### src/rtl/prcoder_pkg.sv
// Shared types for the priority encoder / one-hot pulse decoder pair.
// Code index, one-hot line vector and decoder FSM states.
package prcoder_pkg;

  typedef logic [2:0] code_t;
  typedef logic [7:0] line_t;

  typedef enum logic [1:0] {
    IDLE,
    PULSE,
    GAP
  } dec_state_t;

  function automatic int max2(input int a, input int b);
    return (a > b) ? a : b;
  endfunction

endpackage

### src/rtl/dec3to8.sv
// Combinational 3-to-8 line decoder with enable.
// Output is all-zero when disabled, otherwise exactly one bit set.
import prcoder_pkg::*;

module dec3to8 (
  input  code_t code,
  input  logic  en,
  output line_t line
);

  // Select the single line addressed by code
  always_comb begin
    line = '0;
    if (en) line[code] = 1'b1;
  end

endmodule

### src/rtl/onehot_pulse_dec8.sv
// Valid/ready code sink that strobes one of eight lines for PULSE_LEN
// cycles, then idles GAP_LEN cycles; counts accepted codes.
import prcoder_pkg::*;

module onehot_pulse_dec8 #(
  parameter int PULSE_LEN = 4,
  parameter int GAP_LEN   = 2
) (
  input  logic       clk,
  input  logic       rst,
  input  logic       code_valid,
  input  logic [2:0] code,
  input  logic       code_none,
  output logic       code_ready,
  output logic [7:0] onehot,
  output logic       busy,
  output logic       done,
  output logic [7:0] tx_count
);

  localparam int CNT_W = $clog2(max2(PULSE_LEN, GAP_LEN) + 1);
  localparam bit HAS_GAP = (GAP_LEN > 0);
  localparam logic [CNT_W-1:0] PULSE_INI = CNT_W'(PULSE_LEN - 1);
  localparam logic [CNT_W-1:0] GAP_INI =
    CNT_W'(HAS_GAP ? GAP_LEN - 1 : 0);

  dec_state_t       state_q, state_d;
  logic [CNT_W-1:0] cnt_q, cnt_d;
  line_t            oh_q, oh_d;
  logic             done_q, done_d;
  logic [7:0]       tx_q, tx_d;
  line_t            dec_line;
  logic             accept;

  assign code_ready = (state_q == IDLE) & ~rst;
  assign accept     = code_valid & code_ready;
  assign busy       = (state_q != IDLE);
  assign onehot     = oh_q;
  assign done       = done_q;
  assign tx_count   = tx_q;

  dec3to8 u_dec (
    .code (code),
    .en   (~code_none),
    .line (dec_line)
  );

  // Next-state: accept, pulse countdown, gap countdown
  always_comb begin
    state_d = state_q;
    cnt_d   = cnt_q;
    oh_d    = oh_q;
    done_d  = 1'b0;
    tx_d    = tx_q;
    unique case (state_q)
      IDLE: begin
        if (accept) begin
          state_d = PULSE;
          cnt_d   = PULSE_INI;
          oh_d    = dec_line;
          tx_d    = tx_q + 8'd1;
        end
      end
      PULSE: begin
        if (cnt_q == '0) begin
          oh_d = '0;
          if (HAS_GAP) begin
            state_d = GAP;
            cnt_d   = GAP_INI;
          end else begin
            state_d = IDLE;
            done_d  = 1'b1;
          end
        end else begin
          cnt_d = cnt_q - 1'b1;
        end
      end
      GAP: begin
        if (cnt_q == '0) begin
          state_d = IDLE;
          done_d  = 1'b1;
        end else begin
          cnt_d = cnt_q - 1'b1;
        end
      end
      default: begin
        state_d = IDLE;
        oh_d    = '0;
      end
    endcase
  end

  // State, counter, strobe and count registers
  always_ff @(posedge clk) begin
    if (rst) begin
      state_q <= IDLE;
      cnt_q   <= '0;
      oh_q    <= '0;
      done_q  <= 1'b0;
      tx_q    <= '0;
    end else begin
      state_q <= state_d;
      cnt_q   <= cnt_d;
      oh_q    <= oh_d;
      done_q  <= done_d;
      tx_q    <= tx_d;
    end
  end

endmodule

### config.mk
export PLATFORM = sky130hd
export DESIGN_NAME = onehot_pulse_dec8
export DESIGN_NICKNAME = d
export VERILOG_FILES = /design/src/rtl/prcoder_pkg.sv /design/src/rtl/dec3to8.sv /design/src/rtl/onehot_pulse_dec8.sv
export SDC_FILE = /design/constraint.sdc
export NUM_CORES = 1
export LEC_CHECK = 0
export BUFFER_PORTS_ARGS = -buffer_cell sky130_fd_sc_hd__buf_2
export CORE_MARGIN = 1
export CORE_UTILIZATION = 50
export CTS_CLUSTER_SIZE = 10
export DETAILED_ROUTE_END_ITERATION = 10
export GPL_TIMING_DRIVEN = 0
export PLACE_DENSITY = 0.75
export SLEW_MARGIN = 15
export SYNTH_ARGS = -nofsm -noshare
export SYNTH_HDL_FRONTEND = slang
export SYNTH_SLANG_ARGS = --single-unit
### constraint.sdc
create_clock -name clk -period 1.61 [get_ports clk]
set_input_delay 0.2415 -clock clk [delete_from_list [all_inputs] [get_ports clk]]
set_output_delay 0.2415 -clock clk [all_outputs]
set_load 0.01 [all_outputs]
# After elaboration in Yosys (flattened, before gate mapping)
# Index checks and enable logic that the tools add are counted.
# W data, S select, Z words.
# op_classes
addsub	2
n_mul	0
div_mod_pow	0
n_lt_le_gt_ge	2
n_eq_ne	6
n_shift	0
mux	15
n_bitwise	4
reduce_logical	10
# ops
cell	n
$mux W8	3
$pmux W8 S3	1
$mux W3	3
$pmux W3 S3	1
$reduce_and A3 Y1	3
$add A8 B1 Y8 const B	1
$ne A2 B2 Y1 const B	4
$mux W2	3
$pmux W2 S3	1
$lt A3 B4 Y1 const B	1
$demux W1 S3	1
$ge A3 B1 Y1 const B	1
$logic_not A3 Y1	1
$reduce_bool A3 Y1	1
$sub A3 B1 Y3 const B	1
$and A1 B1 Y1	2
$eq A2 B1 Y1 const B	1
$eq A2 B2 Y1 const B	1
$logic_not A2 Y1	1
$mux W1	2
$not A1 Y1	2
$reduce_and A2 Y1	1
$reduce_bool A2 Y1	1
$reduce_or A2 Y1	1
$logic_and A1 B1 Y1	1
# totals
ff_bits	22
latchBits	0
ramBits	0
rom_bits	0
input_bits	7
output_inout_bits	19
word_cells	44
memories	0

# Longest topological paths before layout
# Gate-level depths: netlist (run 1).
# depth
ltp_word	7
mapped_depth	7
ltp_nobuf	6

# Hierarchy
# Synthesis (run 1) repeated with hierarchy kept, for this count alone.
# unflattened
cells_unflattened	118
hier_area_um2	1159.9
# modules_own_cells
mod	n_inst	cells_per_inst	area_each_um2	seq_area_each_um2
onehot_pulse_dec8	1	110	1063.5	440.4
dec3to8	1	8	96.3	0.0

# Worst setup path before layout (run 1)
# OpenSTA, ideal clock, no wires.
# synth_path
path_type	reg2reg
startpoint	register state_q[0]
endpoint	register cnt_q[2]
setup_ns	0.126
t_arrival_ns	1.330
slack_ns	0.154
path_stages_with_launch	8
synth_period_minus_slack_ns	1.456
path_cell_list	dfxtp_1 > inv_1 > ha_1 > buf_2 > inv_1 > o21ai_0 > o211ai_1 > o21ai_0
# synth_via
elab_chain_len	5
elab_cells_between_ends	10
classes_between	eq/ne (4); mux (1); bitwise (2); reduce/logical (3)
# synth_lines
item	line_no	text
from (decl)	onehot_pulse_dec8.sv:27	dec_state_t state_q, state_d;
from (signal assigned)	onehot_pulse_dec8.sv:102	state_q <= state_d;
$logic_not A2 Y1	onehot_pulse_dec8.sv:35, onehot_pulse_dec8.sv:55	
$and A1 B1 Y1	onehot_pulse_dec8.sv:35	assign code_ready = (state_q == IDLE) & ~rst;
$and A1 B1 Y1	onehot_pulse_dec8.sv:36	assign accept = code_valid & code_ready;
$ne A2 B2 Y1 (no source line)	n/a	
$reduce_and A3 Y1 (no source line)	n/a	
to (signal assigned)	onehot_pulse_dec8.sv:103	cnt_q <= cnt_d;
to (decl)	onehot_pulse_dec8.sv:28	logic [CNT_W-1:0] cnt_q, cnt_d;
# Parallel ways exist; a longest one is shown, timed or not.
# A chain may end at the register's enable or synchronous reset.

# Worst setup path after layout (run 1)
# layout_path
startpoint	register state_q[0]
endpoint	register oh_q[3] (netlist: onehot[3])
# layout_via
elab_chain_len	5
elab_cells_between_ends	10
classes_between	eq/ne (4); mux (1); bitwise (3); reduce/logical (2)
# layout_lines
item	line_no	text
$logic_not A2 Y1	onehot_pulse_dec8.sv:35, onehot_pulse_dec8.sv:55	
$and A1 B1 Y1	onehot_pulse_dec8.sv:35	
$and A1 B1 Y1	onehot_pulse_dec8.sv:36	
$ne A2 B2 Y1 (no source line)	n/a	
$reduce_and A3 Y1 (no source line)	n/a	
to (signal assigned)	onehot_pulse_dec8.sv:104	oh_q <= oh_d;
to (decl)	onehot_pulse_dec8.sv:29	line_t oh_q, oh_d;
# Parallel ways exist; a longest one is shown, timed or not.

==> qor.yml, run 1 <==
clock_tree:
  cts_tree: "done"
  cts_buffer_depth: 2
  cts_max_level: 1
  clk_latency_ns: 0.33
  hold_buffers: 0
  root_buffer: "clkbuf_4"
  clk_pin_slew_ns: 0.14
  cts_sinks: 22
  cts_buffers: 3
floorplan:
  dieArea_um2: 2440
  dieHeight_um: 49.4
  core_region_area_um2: 2040
  dieWidth_um: 49.4
  rows: 16
  ioPinCount: 26
  start_util_pct: 54.9
logic_synthesis:
  yosysWarnings: 0
  synth_seq_cells: 22
  ys_async_sr_fraction_pct: 0
  synth_area_um2: 1120
  syn_avg_cell_area_um2: 8.56
  synth_edf_count: 0
  synth.distinct_cells: 34
  synth_flop_cell: "dfxtp_1"
  syn_nets: 145
  synthCells: 131
  ys_seq_area_share_pct: 39.3
global_route:
  grt_pass1_vias: 990
  grt-ovfl-total: 0
  grt_use_total_pct: 23.0
  grt_max_degree: 14
  grt_pass1_wl_mm: 4.32
  antenna_found_initial: 0
drt:
  ant_nets: 0
  num_vias: 1134
  routedWlPerCell_um: 14.2
  drcViolationCount: 0
  firstDrtPassIters: 4
  viasPerCell: 5.85
  routed_wl_mm: 2.76
  drt_iter0_drc: 22
placement:
  portBuffers: 25
  post-dp-hpwl_mm: 1.78
  place.gp.congestion: 0.826
pwr:
  p_int_mw: 1.47
  switchingPower_mw: 0.956
  ir_drop_v: 0.00121
  p_clk_share_pct: 18.1
  swShare_pct: 39.4
  seq_power_share_pct: 28.4
  pwr-share-comb_pct: 53.5
  leakage_nw: 0.603
  p_per_area_nw_per_um2: 1700
critical_path:
  crit_required_ns: 1.87
  startpoint_type: "register"
  cp_max_fo: 6
  critical_path_arrival_ns: 1.81
  end_kind: "register"
  cp_slowest_cell: "dfxtp_2"
  crit_chain: "buf_4, ha_1, a221oi_4, buf_6, mux2i_1"
  crit_type: "reg2reg"
  path_buf_inv: 2
  cp_top_family: "flip-flops"
  critPathMaxStageDelay_ns: 0.35
outcome:
  outcome: "complete, no violations"
sta:
  whs_ns: 0.215
  post-route-period-util_pct: 96.5
  fin_skew_ns: 0.0122
  setup_viol: 0
  finalHoldViolCount: 0
  post-route-min-period_ns: 1.55
  fmax_ghz: 0.644
  worst_pin_slew_ns: 0.432
  maxSlewViolCount: 0
  rsz0062_at_grt: "true"
  slew_headroom_pct: 71.2
cells_and_area:
  final_util_pct: 69.7
  antennaDiodeCount: 0
  regArea_um2: 443
  multiInputGateArea_um2: 647
  num-fill-cells: 176
  syn2layout_area_growth_pct: 26.9
  layout-drive-gt1-share_pct: 30.5
  nNetsFinal: 182
hold_path:
  hp-class: "in2reg"
job:
  drv_cap: 0
[logic make-up after synthesis]
| group | after synthesis | synth area share [%] |
|---|---|---|
| AO/OA/AOI/OAI | 29 | 16.9 |
| multiplexers | 2 | 1.79 |
| flip-flops | 22 | 39.3 |
| XOR/XNOR | 5 | 3.91 |
| buffers and inverters | 13 | 5.24 |
| AND/OR/NAND/NOR | 53 | 25.1 |
| adder cells (fa/ha/maj) | 7 | 7.81 |
[worst paths after layout]
| path | startpoint | end | slack (ns) | depth (start not counted) |
|---|---|---|---|---|
| worst min register to register | onehot[6] | onehot[6] | 0.47 | 2 |
| worst max register to register | state_q[0] | onehot[3] | 0.06 | 5 |
| worst min-delay path | code[0] | onehot[1] | 0.22 | 3 |
| worst max-delay path | state_q[0] | onehot[3] | 0.06 | 5 |
[flip-flops by register name, summed over array words and instances, names as in the netlist]
name	flops
done	1
state_q	2
tx_count	8
onehot	8
cnt_q	3
[Yosys cell counts (2+ instances only)]
master,instances,area share [%]
xnor2_1,3,2.3
a211oi_1,2,1.3
mux2i_1,2,1.8
nor4_1,2,1.1
nor2_1,10,3.3
nand4_1,7,3.9
buf_2,2,0.89
or3_1,2,1.1
nand2_1,13,4.4
inv_1,8,2.7
ha_1,7,7.8
dfxtp_1,22,39
nand3_1,5,2.2
nand2b_1,2,1.1
xor2_1,2,1.6
o21ai_0,11,4.9
nor3_1,5,2.2
a21oi_1,10,4.5
[final cells by class]
type	count	share of cell area, %
Multi-Input combinational cell	96	45.5
Sequential cell	22	31.1
Timing Repair Buffer	32	12.3
Inverter	9	2.55
Buffer	4	2.46
Tap cell	27	2.37
Clock inverter	1	2.11
Clock buffer	3	1.58
[stage by stage]
stage	worst slack (ns)	instance area [um2]	setup TNS, ns	power, mW	instances
floorplan	0.154	1120	0	1.41	131
global placement	-0.00247	1280	-0.00247	1.61	183
detailed placement	-0.0218	1280	-0.0504	1.65	183
CTS	0.00422	1380	0	2.21	190
global route	-0.0147	1420	-0.0367	2.55	194
finish	0.0570	1420	0	2.42	194
[cells in the final DEF, fill, tap and decap left out, drive strengths merged]
cell	instances
xnor2	3
o2111ai	1
a221oi	2
buf	36
a22oi	1
nor2b	1
clkinv	1
nor2	10
and4bb	1
mux2i	2
nand3	5
nand4b	1
inv	8
ha	7
a21oi	10
nor4	2
nand2b	3
nor3b	1
nand2	13
nor3	5
o211ai	1
bufinv	1
clkbuf	3
xor2	2
nand4	7
o211a	1
a211oi	2
o21ai	11
nor4b	1
and3	1
dfxtp	22
or3	2
[worst register-to-register path, cell delays in order, from the launching register on]
cell	delay (ns)
dfxtp_2	0.35
buf_4	0.14
ha_1	0.30
a221oi_4	0.35
buf_6	0.17
mux2i_1	0.17
[repair_timing]
item | CTS | global route
hold endpoints to repair | 0 | 0
setup endpoints to repair | 8 | 14
pin swaps | 1 | 1
setup buffers | 3 | 3
resized for setup | 8 | 7
cloned | 0 | 1
[metal layers]
layer | track usage, % | routed length, um | up-vias | part of all wire [%]
met2 | 40.0 | 1300 | 57 | 47
met3 | 2.80 | 143 | 12 | 5.2
met1 | 28.7 | 1210 | 523 | 44
met4 | 8.82 | 101 | 0 | 3.7
met5 | 0 | 0 | - | 0
li1 | - | - | 542 | -
[power groups by stage]
stage	sequential (mW)	clock [mW]	combinational [mW]
5_1_grt	0.701	0.463	1.39
6_report	0.688	0.439	1.30
2_1_floorplan	0.704	0	0.706
3_5_place_dp	0.702	0	0.952
3_3_place_gp	0.697	0	0.914
4_1_cts	0.684	0.447	1.08
No activity file was read; power rests on OpenSTA's default activity.
==> run 2, diff against run 1 <==
Settings changed: RECOVER_POWER set to 50, SETUP_SLACK_MARGIN set to 0.5.
==> run 2 against run 1 <==
- clock power shrank 15%
- critical endpoint is now state_q[0]
- utilization grew 12 points
- clock skew shrank 0.010 ns
- first-iteration DRC count grew 50%
- critical path depth grew 2
- global-route usage grew 2.1 points
- final cell count grew 4.6%
- sequential cell count is the same
- register-to-register slack gained 0.05 ns
- largest cell class unchanged
- sequential power grew 3.2%
- design area grew 17%
- non-clock buffer count grew 9
==> qor.yml, run 2 (synthesis gave the netlist of run 1 again) <==
pwr:
  finalPower_mw: 2.95
  ir_drop_v: 0.00134
  leakage_nw: 0.629
  p_per_area_nw_per_um2: 1780
sta:
  rsz0062_at_grt: "true"
  worst_pin_slew_ns: 0.440
  fin_tns_setup_ns: 0
  post-route-min-period_ns: 1.50
  fmax_ghz: 0.665
  fin_skew_ns: 0.00217
  slew_headroom_pct: 70.4
  maxSlewViolCount: 0
  finalHoldViolCount: 0
  fin_ws_ns: 0.106
  setup_viol: 0
  post-route-period-util_pct: 93.4
critical_path:
  crit_chain: "inv_2, buf_4, ha_4, buf_4, o21ai_2, a21oi_1, a211oi_1"
  r2r_end: "state_q[0]"
  cp_top_family: "compound AO/OA/AOI/OAI gates"
  reg2regPathDepth: 7
  crit_type: "reg2reg"
  path_buf_inv: 3
  crit_start: "state_q[1]"
  cpMostUsedCell: "buf_4"
  critical_path_arrival_ns: 1.73
  cp_slowest_cell: "dfxtp_2"
  crit_end: "state_q[0]"
  crit_required_ns: 1.83
  cp_max_fo: 5
  cp.depth: 7
  end_kind: "register"
  startpoint_type: "register"
  r2r_slack_ns: 0.11
  critPathMaxStageDelay_ns: 0.38
  timing.rr.start: "state_q[1]"
drt:
  drt_iter0_drc: 33
  routedWlPerCell_um: 15.3
  ant_nets: 0
  routed_wl_mm: 3.11
  num_vias: 1166
  viasPerCell: 5.74
  drcViolationCount: 0
  firstDrtPassIters: 4
placement:
  place_area_um2: 1360
  portBuffers: 25
  place_inst: 183
  place.gp.congestion: 0.814
  post-dp-hpwl_mm: 1.80
  dp_slack_ns: 0.167
clock_tree:
  cts_tree: "done"
  root_buffer: "clkbuf_4"
  cts_buffers: 3
  cts_buffer_depth: 2
  cts_max_level: 1
  clk_latency_ns: 0.31
  cts_sinks: 22
  clk_pin_slew_ns: 0.13
  hold_buffers: 0
job:
  drv_cap: 0
floorplan:
  ioPinCount: 26
  rows: 16
  dieArea_um2: 2440
  core_region_area_um2: 2040
  dieHeight_um: 49.4
  start_util_pct: 54.9
  dieWidth_um: 49.4
outcome:
  outcome: "complete, no violations"
hold_path:
  hp-class: "in2reg"
cells_and_area:
  layout_common_cells: "18 x dfxtp_1, 14 x buf_2, 13 x nand2_1"
  final_cells: 203
  syn2layout_area_growth_pct: 48.0
  antennaDiodeCount: 0
  layout_commonest_cell: "dfxtp_1"
  final_area_um2: 1660
  nNetsFinal: 191
  layout-drive-gt1-share_pct: 42.6
global_route:
  grt_pass1_vias: 1001
  grt_pass1_wl_mm: 4.65
  grt-ovfl-total: 0
  grt_use_total_pct: 25.1
  antenna_found_initial: 0
  grt_max_degree: 14
[run 2: cell type report]
cell class / count / area (um2)
fill: 140 / 383
sequential: 22 / 448
timing repair buffer: 41 / 264
clock buffer: 4 / 47.5
multi-input combinational: 96 / 786
inverter: 9 / 43.8
tap: 27 / 33.8
buffer: 4 / 36.3
[run 2: what timing repair did]
action | CTS | global route
resized for setup | 24 | 24
buffers inserted | 9 | 6
pin swaps | 6 | 16
cloned | 0 | 1
endpoints found under the setup margin | 27 | 29
[run 2: worst min path at each step]
stage | cells past startpoint | endpoint | start | slack [ns]
after floorplan | 2 | onehot[1] | code[0] | 0.38
after global placement | 2 | onehot[7] | onehot[7] | 0.45
after detailed placement | 2 | onehot[6] | onehot[6] | 0.44
after CTS | 3 | onehot[1] | code[0] | 0.20
after global routing | 3 | onehot[1] | code[0] | 0.21
final | 3 | onehot[1] | code[0] | 0.21
[run 2: routing by layer]
layer | part of all wire, % | global-route usage, %
met2 | 50 | 42.2
met1 | 43 | 32.5
met3 | 3.9 | 2.80
met5 | 0 | 0
met4 | 2.5 | 9.80
[run 2: worst reg2reg max path, cell delays in order (launching register included)]
cell and delay [ns]:
dfxtp_2 0.38, inv_2 0.06, buf_4 0.13, ha_4 0.18
buf_4 0.14, o21ai_2 0.18, a21oi_1 0.12, a211oi_1 0.23
[run 2: stage by stage]
stage | utilization (%) | hold WS [ns]
floorplan | - | 0.385
global placement | 66.5 | 0.447
detailed placement | 66.5 | 0.443
CTS | 75.7 | 0.199
global route | 81.3 | 0.213
finish | 81.3 | 0.211
[run 2: where the power goes]
group	leakage (nW)	switching, mW	internal [mW]
clock	0.0261	0.183	0.189
sequential	0.180	0.0742	0.636
combinational	0.423	0.916	0.954
total	0.629	1.17	1.78
==> run 3, diff against run 2 <==
Settings changed: SYNTH_HIERARCHICAL set to 1.
==> run 3 against run 2 <==
- hold slack worse by 0.091 ns
- design area up 6.6%
- sequential power down 2%
- die area up 3.3%
- via count down 1.9%
- global-route usage up 1.8 points
- area after synthesis up 3.5%
- sequential cell count unchanged
- fmax down 2.9%
- combinational power up 6%
- highest routed layer unchanged
==> qor.yml, run 3 <==
outcome:
  outcome: "complete, no violations"
clock_tree:
  cts_buffers: 3
  hold_buffers: 0
  clk_latency_ns: 0.32
  cts_buffer_depth: 2
  clk_pin_slew_ns: 0.14
  cts_tree: "done"
  cts_sinks: 22
  root_buffer: "clkbuf_4"
  cts_max_level: 1
pwr:
  ir_drop_v: 0.00134
  p_per_area_nw_per_um2: 1700
  switchingPower_mw: 1.20
  p_clk_share_pct: 10.9
  p_int_mw: 1.80
  leakage_nw: 0.737
  swShare_pct: 40.1
  pwr-share-comb_pct: 65.8
  seq_power_share_pct: 23.3
cells_and_area:
  layout_common_cells: "18 x dfxtp_1, 13 x buf_2, 13 x buf_4"
  syn2layout_area_growth_pct: 52.5
  regArea_um2: 445
  layout_commonest_cell: "dfxtp_1"
  num-fill-cells: 141
  nNetsFinal: 182
  layout-drive-gt1-share_pct: 50.6
  antennaDiodeCount: 0
  multiInputGateArea_um2: 866
sta:
  finalHoldViolCount: 0
  fmax_ghz: 0.646
  worst_pin_slew_ns: 0.513
  slew_headroom_pct: 65.8
  fin_skew_ns: 0.00790
  rsz0062_at_grt: "true"
  post-route-min-period_ns: 1.55
  post-route-period-util_pct: 96.2
  fin_tns_setup_ns: 0
  whs_ns: 0.120
  setup_viol: 0
  maxSlewViolCount: 0
placement:
  portBuffers: 24
  place.gp.congestion: 0.752
  post-dp-hpwl_mm: 1.79
drt:
  routedWlPerCell_um: 18.6
  viasPerCell: 5.90
  ant_nets: 0
  drcViolationCount: 0
  routed_wl_mm: 3.61
  num_vias: 1144
  firstDrtPassIters: 4
  drt_iter0_drc: 31
critical_path:
  startpoint_type: "register"
  critical_path_arrival_ns: 1.82
  end_kind: "register"
  crit_type: "reg2reg"
  timing.rr.start: "cnt_q[1]"
  critPathMaxStageDelay_ns: 0.35
  crit_chain: "inv_2, ha_4, buf_12, nand2b_4, a21oi_2, nor3b_4, buf_4, a22o_1"
  r2r_end: "onehot[2]"
  reg2regPathDepth: 8
  path_buf_inv: 3
  cp_max_fo: 8
  cp_slowest_cell: "dfxtp_2"
  cp_top_family: "buffers and inverters"
  r2r_slack_ns: 0.06
  crit_required_ns: 1.88
hold_path:
  holdCritStartpoint: "rst"
  hp-class: "in2reg"
  worstHoldEndpoint: "tx_count[1]"
  min_path_cells: 2
global_route:
  grt_use_total_pct: 26.9
  grt_pass1_vias: 1105
  grt_pass1_wl_mm: 5.04
  grt_max_degree: 13
  grt-ovfl-total: 0
  antenna_found_initial: 0
logic_synthesis:
  synthCells: 118
  yosysWarnings: 6
  synth_edf_count: 0
  synth_flop_cell: "dfxtp_1"
  synth_area_um2: 1160
  yosys-top-cells-count: "22 x dfxtp_1, 10 x nor2_1, 8 x a22o_1, 8 x ha_1, 8 x inv_1"
  ys_seq_area_share_pct: 38.0
  synth_largest_area_cell: "dfxtp_1"
  ys_async_sr_fraction_pct: 0
  syn_nets: 133
  synth.most_common_cell: "dfxtp_1"
  synth_area_leaders: "dfxtp_1 38%, ha_1 8.6%, a22o_1 6.0%"
  synth_top_area_share_pct: 38.0
  syn_avg_cell_area_um2: 9.83
  synth_seq_cells: 22
  synth.distinct_cells: 37
floorplan:
  dieHeight_um: 50.2
  dieArea_um2: 2520
  start_util_pct: 52.9
  rows: 17
  dieWidth_um: 50.2
  ioPinCount: 26
  core_region_area_um2: 2190
job:
  drv_cap: 0
==> run 3: logic make-up after synthesis <==
kind of cell,after synthesis,synth area share (%)
AO/OA/AOI/OAI,26,18.0
XOR/XNOR,5,3.78
adder cells (fa/ha/maj),8,8.63
buffers and inverters,11,4.53
flip-flops,22,38.0
multiplexers,1,0.863
AND/OR/NAND/NOR,45,26.2
==> run 3: power by group through the flow <==
stage               Sequential, mW  Clock (mW)  Combinational [mW]
floorplan                    0.712           0               0.868
global placement             0.703           0                1.06
detailed placement           0.708           0                1.11
CTS                          0.689       0.325                1.55
global route                 0.703       0.345                2.06
finish                       0.699       0.327                1.98
==> run 3: how the worst max path moves through the flow <==
stage               start    endpoint  slack [ns]  cells past startpoint
2_1_floorplan    cnt_q[0]    cnt_q[1]        0.21                      6
3_3_place_gp   state_q[1]   onehot[0]        0.06                      5
3_5_place_dp   state_q[1]   onehot[6]        0.05                      5
4_1_cts        state_q[0]  code_ready        0.11                      6
5_1_grt          cnt_q[1]   onehot[1]      -0.001                      8
6_report         cnt_q[1]   onehot[2]        0.06                      8
==> run 3: area by class of cell <==
class	instances	area share [%]
Clock buffer	4	2.05
Timing Repair Buffer	44	17.6
Inverter	8	2.26
Sequential cell	22	25.2
Tap cell	28	1.98
Multi-Input combinational cell	85	48.9
Buffer	3	1.98
==> run 3: worst reg2reg max path, delay by kind of cell, from the launching register on <==
kind	cells	cell delay (ns)
AO/OA/AOI/OAI	2	0.32
adder cells (fa/ha/maj)	1	0.15
buffers and inverters	3	0.37
flip-flops	1	0.35
AND/OR/NAND/NOR	2	0.32
==> run 3: repair_timing <==
item | in CTS | in global routing
endpoints found under the setup margin | 27 | 26
pin swaps | 7 | 4
resized for setup | 24 | 13
buffers inserted | 13 | 7
==> run 3: stage by stage <==
step,power [mW],util [%],worst slack (ns),cell area [um2],cells
after floorplan,1.58,-,0.208,1280,118
after global placement,1.76,65.7,0.0609,1440,170
after detailed placement,1.81,65.7,0.0511,1440,170
after CTS,2.57,75.8,0.105,1660,187
after global routing,3.11,80.8,-0.00104,1770,194
final,3.00,80.8,0.0614,1770,194
==> run 3: metal layers <==
metal / vias to the layer above / global-route usage (%) / routed length, um
met5: - / 0 / 0
met1: 550 / 29.5 / 1470
met4: 0 / 14.3 / 148
li1: 531 / - / -
met2: 47 / 50.0 / 1850
met3: 16 / 2.73 / 141
